File: src/rtl/band_energy_pkg.sv
// Shared constants and FSM encoding for the band energy scheduler.
// One shared squarer/accumulator is time-multiplexed over all bands.
package band_energy_pkg;

    localparam int NUM_BINS          = 10;
    localparam int IN_W              = 12;
    localparam int ACC_W             = 34;
    localparam int OUT_W             = 12;
    localparam int SHIFT             = 22;
    localparam int DEFAULT_PRESCALER = 1900;

    localparam int PS_W      = 16;
    localparam int IDX_W     = $clog2(NUM_BINS);
    localparam int IN_BUS_W  = NUM_BINS * IN_W;
    localparam int OUT_BUS_W = NUM_BINS * OUT_W;

    typedef enum logic [1:0] {
        S_IDLE,
        S_MAC,
        S_CHECK,
        S_DUMP
    } state_t;

endpackage

File: src/rtl/band_sq_acc.sv
// Shared squarer and saturating accumulator adder.
// The square of a signed sample is always non-negative, so it adds unsigned.
module band_sq_acc
    import band_energy_pkg::*;
(
    input  logic signed [IN_W-1:0]  x,
    input  logic        [ACC_W-1:0] acc_in,
    output logic        [ACC_W-1:0] acc_out
);

    logic signed [2*IN_W-1:0] sq_s;
    logic        [ACC_W:0]    sum;

    // square, widen, add, clamp at all-ones instead of wrapping
    always_comb begin
        sq_s    = x * x;
        sum     = {1'b0, acc_in} + (ACC_W+1)'($unsigned(sq_s));
        acc_out = sum[ACC_W] ? '1 : sum[ACC_W-1:0];
    end

endmodule

File: src/rtl/band_energy_scheduler.sv
// Per-band energy over a programmable window of samples.
// Publishes saturated energies and a one-cycle flag at each window end.
module band_energy_scheduler
    import band_energy_pkg::*;
#(
    parameter int SHIFT_AMT = SHIFT
) (
    input  logic                 vga_clk,
    input  logic                 rst_n,
    input  logic                 sample_valid,
    input  logic [IN_BUS_W-1:0]  band_samples,
    input  logic [PS_W-1:0]      prescaler_in,
    input  logic                 prescaler_load,
    output logic [PS_W-1:0]      prescaler,
    output logic [OUT_BUS_W-1:0] bin_energy,
    output logic                 set_values_flag,
    output logic                 busy,
    output logic                 sample_overrun
);

    state_t              state;
    state_t              state_nx;
    logic [IN_BUS_W-1:0] snap;
    logic [ACC_W-1:0]    acc [NUM_BINS];
    logic [ACC_W-1:0]    acc_upd;
    logic [IDX_W-1:0]    idx;
    logic [PS_W-1:0]     count;
    logic [PS_W-1:0]     shadow;
    logic [PS_W-1:0]     ps_eff;
    logic [PS_W:0]       cnt_inc;
    logic                win_end;

    function automatic logic [OUT_W-1:0] sat_out(input logic [ACC_W-1:0] a);
        logic [ACC_W-1:0] s;
        s = a >> SHIFT_AMT;
        return (|s[ACC_W-1:OUT_W]) ? '1 : s[OUT_W-1:0];
    endfunction

    // a zero window length behaves as one sample
    assign ps_eff  = (prescaler == '0) ? PS_W'(1) : prescaler;
    assign cnt_inc = {1'b0, count} + 1'b1;
    assign win_end = cnt_inc >= {1'b0, ps_eff};

    band_sq_acc u_sq_acc (
        .x      (snap[IN_W-1:0]),
        .acc_in (acc[idx]),
        .acc_out(acc_upd)
    );

    // state register
    always_ff @(posedge vga_clk or negedge rst_n) begin
        if (!rst_n) state <= S_IDLE;
        else        state <= state_nx;
    end

    // next state and status outputs
    always_comb begin
        state_nx       = state;
        busy           = (state != S_IDLE);
        sample_overrun = sample_valid && (state != S_IDLE);
        unique case (state)
            S_IDLE:  if (sample_valid) state_nx = S_MAC;
            S_MAC:   if (idx == IDX_W'(NUM_BINS-1)) state_nx = S_CHECK;
            S_CHECK: state_nx = win_end ? S_DUMP : S_IDLE;
            S_DUMP:  state_nx = S_IDLE;
            default: state_nx = S_IDLE;
        endcase
    end

    // datapath: snapshot, per-bin accumulate, window count, publish
    always_ff @(posedge vga_clk or negedge rst_n) begin
        if (!rst_n) begin
            snap            <= '0;
            idx             <= '0;
            count           <= '0;
            shadow          <= PS_W'(DEFAULT_PRESCALER);
            prescaler       <= PS_W'(DEFAULT_PRESCALER);
            bin_energy      <= '0;
            set_values_flag <= 1'b0;
            for (int i = 0; i < NUM_BINS; i++) acc[i] <= '0;
        end else begin
            set_values_flag <= 1'b0;
            if (prescaler_load) shadow <= prescaler_in;
            unique case (state)
                S_IDLE: begin
                    if (sample_valid) begin
                        snap <= band_samples;
                        idx  <= '0;
                    end
                end
                S_MAC: begin
                    acc[idx] <= acc_upd;
                    snap     <= snap >> IN_W;
                    idx      <= idx + 1'b1;
                end
                S_CHECK: begin
                    if (!win_end) count <= cnt_inc[PS_W-1:0];
                end
                S_DUMP: begin
                    for (int i = 0; i < NUM_BINS; i++) begin
                        bin_energy[i*OUT_W +: OUT_W] <= sat_out(acc[i]);
                        acc[i] <= '0;
                    end
                    count           <= '0;
                    set_values_flag <= 1'b1;
                    prescaler       <= shadow;
                end
                default: ;
            endcase
        end
    end

endmodule

File: config.mk
export PLATFORM = sky130hd
export DESIGN_NAME = band_energy_scheduler
export DESIGN_NICKNAME = d
export VERILOG_FILES = /design/src/rtl/band_energy_pkg.sv /design/src/rtl/band_sq_acc.sv /design/src/rtl/band_energy_scheduler.sv
export SDC_FILE = /design/constraint.sdc
export NUM_CORES = 2
export LEC_CHECK = 0
export BUFFER_PORTS_ARGS = -buffer_cell sky130_fd_sc_hd__buf_2
export CELL_PAD_IN_SITES_DETAIL_PLACEMENT = 1
export CELL_PAD_IN_SITES_GLOBAL_PLACEMENT = 2
export CORE_MARGIN = 2
export CORE_UTILIZATION = 35
export CTS_CLUSTER_SIZE = 24
export DETAILED_ROUTE_END_ITERATION = 12
export PLACE_DENSITY = 0.76
export REMOVE_ABC_BUFFERS = 1
export SLEW_MARGIN = 20
export SYNTH_ARGS = -nofsm -noshare
export SYNTH_HDL_FRONTEND = slang
export SYNTH_HIERARCHICAL = 1
export SYNTH_SLANG_ARGS = --single-unit
File: constraint.sdc
create_clock -name vga_clk -period 14.13 [get_ports vga_clk]
set_input_delay 1.413 -clock vga_clk [delete_from_list [all_inputs] [get_ports vga_clk]]
set_output_delay 1.413 -clock vga_clk [all_outputs]
set_load 0.02 [all_outputs]
# Word-level counts from Yosys, hierarchy flattened
# Index checks and enable logic that the tools add are counted.
# word_totals
output_inout_bits,139
inputBits,140
word_cells,64
regBits,635
# op_classes
n_eq_ne,7
mux,20
multipliers,1
bitwise_logic,1
magnitude_cmp,3
n_addsub,3
n_reduce_logical,11
# ops
operator,count
$pmux 340 s2,1
$bwmux 340,1
$pmux 120 s2,1
$bmux 34 s4,1
$demux 34 s4,1
$mux 34,4
$mux 120,1
$add 34x24->35,1
$mux 16,2
$pmux 16 s2,1
$mul 12x12->24,1
$add 16x1->17 const B,1
$ge 17x16->1,1
$logic_not 16->1,1
$pmux 2 s4,1
$pmux 4 s2,1
$reduce_bool 2->1,4
$mux 2,3
$ne 2x2->1 const B,3
$reduce_and 2->1,3
$ge 5x5->1 const B,1
$lt 5x1->1 const B,1
$not 4->5,1
$add 4x1->4 const B,1
7 further kinds,9

# Depth between registers and ports, before layout
# depth
word_depth,8
mapped_depth,33
depth_no_buf,30

# Cells and area by module
# The synthesis kept the hierarchy.
# modules_own_cells
mod,area_per_inst_um2,seq_area_each_um2,cells_each,n_inst
band_energy_scheduler,30920.9,15907.8,2653,1
band_sq_acc,6647.6,0.0,797,1

# Worst setup path after synthesis
# No wires, ideal clock.
# synth_timing
path_type,register to register
startpoint,reg snap[11]
endpoint,reg acc[131] (netlist bit)
stages_incl_launch_ff,29
synth_period_minus_slack_ns,7.185
arrival_ns,7.107
path_buffers,2
setup_time_ns,0.078
required_time_ns,14.052
path_slack_ns,6.945
cell_sequence,dfrtp_1 > clkbuf_1 > nand2_1 > fa_1 > inv_1 > ha_1 > inv_1 > fa_1 > inv_1 > fa_1 > inv_1 > fa_1 > inv_1 > ha_1 > or3_1 > o21ai_0 > a311oi_1 > o31ai_1 > xnor2_1 > ha_1 > and3_1 > and2b_1 > a31oi_1 > a41oi_4 > or4_1 > nand3_1 > clkbuf_1 > a22oi_1 > o2bb2ai_1
# synth_between
elab_chain_cells,5
# synth_rtl
element,line_no,rtl
from (decl),band_energy_scheduler.sv:23,logic [IN_BUS_W-1:0] snap;
from (signal assigned),band_energy_scheduler.sv:87,snap <= band_samples;
from (signal assigned),band_energy_scheduler.sv:93,snap <= snap >> IN_W;
$mul 12x12->24,band_sq_acc.sv:16,sq_s = x * x;
$add 34x24->35,band_sq_acc.sv:17,"sum = {1'b0, acc_in} + (ACC_W+1)'($unsigned(sq_s));"
$mux 34,band_sq_acc.sv:18,acc_out = sum[ACC_W] ? '1 : sum[ACC_W-1:0];
named net acc_upd[29],band_energy_scheduler.sv:25,logic [ACC_W-1:0] acc_upd;
$bwmux 340,band_energy_scheduler.sv:92,acc[idx] <= acc_upd;
$pmux 340 s2,band_energy_scheduler.sv:84,unique case (state)
"to (signal, indexed assignment)",band_energy_scheduler.sv:92,
to (decl),band_energy_scheduler.sv:24,logic [ACC_W-1:0] acc [NUM_BINS];
# The timed path passes the listed nets, and every way through them passes these cells.
# A chain may end at the register's enable or synchronous reset.

# Worst setup path after layout
# layout_timing
startpoint,reg snap[0]
endpoint,reg acc[237] (netlist bit)
# Same word-level chain as after synthesis.

==> results by group <==
Outcome
  – Status: finished, final reports clean

Yosys
  – Asr flop ratio synth: between 90% and 100%
  – Synthesis warning total: 6
  – EDFF count, synth: 0
  – Most used flip-flop cell after synthesis: dfrtp_1
  – Distinct cells, synth: 81
  – Synthesized netlist cell count: ~3500
  – Share of the yosys chip area belonging to registers: approximately 42%
  – Post-synth design cell area: between 30000 and 40000 sq um
  – #FFs+latches synth: between 600 and 700
  – Post-synthesis average cell area: 10.89 sq um

Worst hold path
  – Worst Hold Path EP: prescaler[11]
  – Startpoint of the lowest-slack hold path: shadow[11]
  – Worst hold path depth: 2
  – Worst hold path type: flop to flop

Floorplan
  – Starting density of the core: about a third
  – Floorplan row count: between 100 and 150
  – Count of boundary I/O pins: between 200 and 300
  – Core Area: between 100000 and 150000 sq um
  – Y dimension of the die: approximately 330 um
  – Die Outline Area: about 110000 sq um
  – Width of the chip: around 330 um

CTS
  – Clock latency on the worst-skew pair: ~0.67 ns
  – Cts bufs inserted: a little under 80
  – Sink count of the clock tree: roughly 640
  – TritonCTS clock tree: done
  – Clk root buf: clkbuf_16
  – CTS Hold Bufs: 0
  – H-tree depth reported by CTS: 3
  – Clock transition at the registers of the reported paths: about 0.060 ns
  – Number of setup buffers added after CTS: 0
  – Largest buffer count on any clock path: 3
  – Post_cts resized: 0

Global route
  – Grt ovf: 0
  – GRT Total Usage: 21.84%
  – Pin count of the biggest net entering global routing: 173
  – First-pass GRT wire length: between 150 and 200 mm
  – Antenna violations before repair: 6
  – Vias in the first global route: around 31000

Placed design
  – Detail Placement HPWL: 74.88 mm
  – Area of placed instances: 39940 sq um
  – Final weighted congestion in routability-driven placement: 0.8006
  – Quantity of I/O buffers inserted on ports: 278

Cells and area
  – Share of post-route cells with drive strength above 1: approximately 20%
  – Area overhead of the layout relative to synthesis: 13.42%
  – Cell area after layout: between 40000 and 50000 sq um
  – Number of nets at the end of the flow: roughly 3900

Critical path
  – Reg-to-reg startpoint: snap[0]
  – Type of origin of the critical path: flop
  – WP data required: around 15 ns
  – Longest individual stage delay on the worst path: roughly 1.1 ns
  – CP Capture Type: flop
  – Most frequent CP cell: inv_1
  – FF-to-FF End: acc[237]
  – Register-to-Register Path Depth: 26
  – Critical-path top delay cell: a21boi_1
  – Crit-path max FO: 32
  – Worst reg2reg setup slack: between 5 and 6 ns
  – Signal arrival time at the worst endpoint: about 9.5 ns
  – Kind of critical path: flop to flop

Timing
  – Time the final worst path needs with I/O delays and setup: between 8 and 9 ns
  – Final clock period utilization by the worst path: 63.28%
  – Normalized max-slew margin: between 20 and 25%
  – Final setup fails: 0
  – Actual slew at the worst max-slew pin: ~1.1 ns
  – Final Hold Violating Endpoints: 0
  – Setup repair after global routing missed its margin: false
  – Worst setup skew after layout: ~0.028 ns
  – Highest clock frequency the design can meet: ~0.11 GHz
  – Final-report max-slew violation count: 0

Drt
  – Count of nets left with antenna violations after detail routing: 0
  – Drt via density: approximately 6
  – Post-route DRC violation count: 0
  – Drt wl/cell: 24.47 um
  – Count of vias placed by the detailed router: ~29000
  – Starting DRC count in detailed routing: 2195
  – Router iterations before antenna repair: 5
  – Total wire length: ~120 mm

Flow run
  – Max-cap violations: 0
-- worst max-delay path by stage --
| stage | start | end | slack (ns) | cells after the start |
|---|---|---|---|---|
| after floorplan | state[1] | state[0] | -2.82 | 3 |
| after global placement | snap[0] | acc[305] | 5.59 | 26 |
| after detailed placement | snap[0] | acc[203] | 5.27 | 26 |
| after CTS | snap[0] | acc[237] | 5.18 | 26 |
| after global routing | snap[0] | acc[101] | 4.53 | 26 |
| final | snap[0] | acc[237] | 5.19 | 26 |
-- cell usage after synthesis, types with 17 or more instances --
master,instances,area share [%]
mux2_2,138,4.1
o2bb2ai_1,340,7.9
inv_1,195,1.9
clkbuf_1,241,2.4
a22oi_1,452,9.0
dfrtp_1,621,41
fa_1,122,6.5
xnor2_1,43,1.0
nor2_1,44,0.44
nor2b_1,129,2.1
ha_1,103,3.4
buf_2,56,0.75
nand3_1,53,0.71
a21oi_1,161,2.1
and2_1,29,0.48
nand2_1,147,1.5
o21ai_0,158,2.1
o22ai_1,36,0.60
mux2i_1,72,1.9
nor3_1,17,0.23
mux4_2,68,4.1
-- area by class of cell --
cell class / instances / area (sq um)
multi-input combinational: 2300 / 19720
sequential: 635 / 15930
clock buffer: 115 / 2272
clock inverter: 28 / 366.6
inverter: 197 / 747.0
antenna: 3 / 7.507
fill: 11660 / 64140
timing repair buffer: 328 / 1812
tap: 1403 / 1755
-- layer usage --
layer / wire length (um) / global-route usage [%]
met1: 54410 / 29.93
met2: 59340 / 35.87
met3: 5679 / 3.151
met4: 3099 / 6.402
met5: 27 / 0
-- worst max-delay path, delay by kind of cell (launching register included) --
family	cells	cell delay [ns]
AO/OA/AOI/OAI	9	2.71
adder cells (fa/ha/maj)	7	3.30
buffers and inverters	5	0.35
flip-flops	1	0.64
multiplexers	1	0.25
AND/OR/NAND/NOR	4	1.62
-- through the flow --
| step | worst slack (ns) | TNS (ns) | instances | hold WS (ns) | util [%] |
|---|---|---|---|---|---|
| 2_1_floorplan | -2.820 | -432.92 | 3132 | 0.4460 | - |
| 3_3_place_gp | 5.595 | 0 | 4862 | 0.4653 | 37.41 |
| 3_5_place_dp | 5.266 | 0 | 4862 | 0.4701 | 37.41 |
| 4_1_cts | 5.184 | 0 | 5005 | 0.4880 | 39.88 |
| 5_1_grt | 4.531 | 0 | 5009 | 0.5054 | 39.91 |
| 6_report | 5.188 | 0 | 5009 | 0.4856 | 39.91 |
-- state kept, by name, indices dropped and copies added (netlist names) --
| name | cells |
|---|---|
| prescaler | 16 |
| acc | 340 |
| set_values_flag | 1 |
| idx | 4 |
| snap | 120 |
| state | 2 |
| bin_energy | 120 |
| count | 16 |
| shadow | 16 |
-- logic make-up (layout without fill, tap and decap cells) --
| logic type | count (synthesis) | in the layout | synth area share (%) |
|---|---|---|---|
| AOI/OAI and AO/OA | 1246 | 1246 | 23.96 |
| DFF | 635 | 635 | 42.34 |
| adders and majority gates | 225 | 225 | 9.931 |
| buffers and inverters | 515 | 668 | 5.435 |
| other | 0 | 3 | 0 |
| xor gates and xnor gates | 58 | 58 | 1.352 |
| muxes | 280 | 280 | 10.19 |
| and+or+nand+nor | 491 | 491 | 6.784 |
-- cells in the final DEF, fill, tap and decap left out, drive strengths merged, types with 14 or more instances in the layout --
cell / n
a21o: 14
a21oi: 163
a22oi: 452
and2: 29
buf: 328
clkbuf: 115
clkinv: 15
dfrtp: 621
dfstp: 14
fa: 122
ha: 103
inv: 203
mux2: 140
mux2i: 72
mux4: 68
nand2: 147
nand3: 54
nand4: 15
nor2: 49
nor2b: 129
nor3: 18
o21ai: 166
o22ai: 36
o2bb2ai: 340
xnor2: 43
xor2: 15
Power is left out: the tool's default activity adds up to more than one toggle a clock period on the data nets, which glitch-free logic cannot reach.
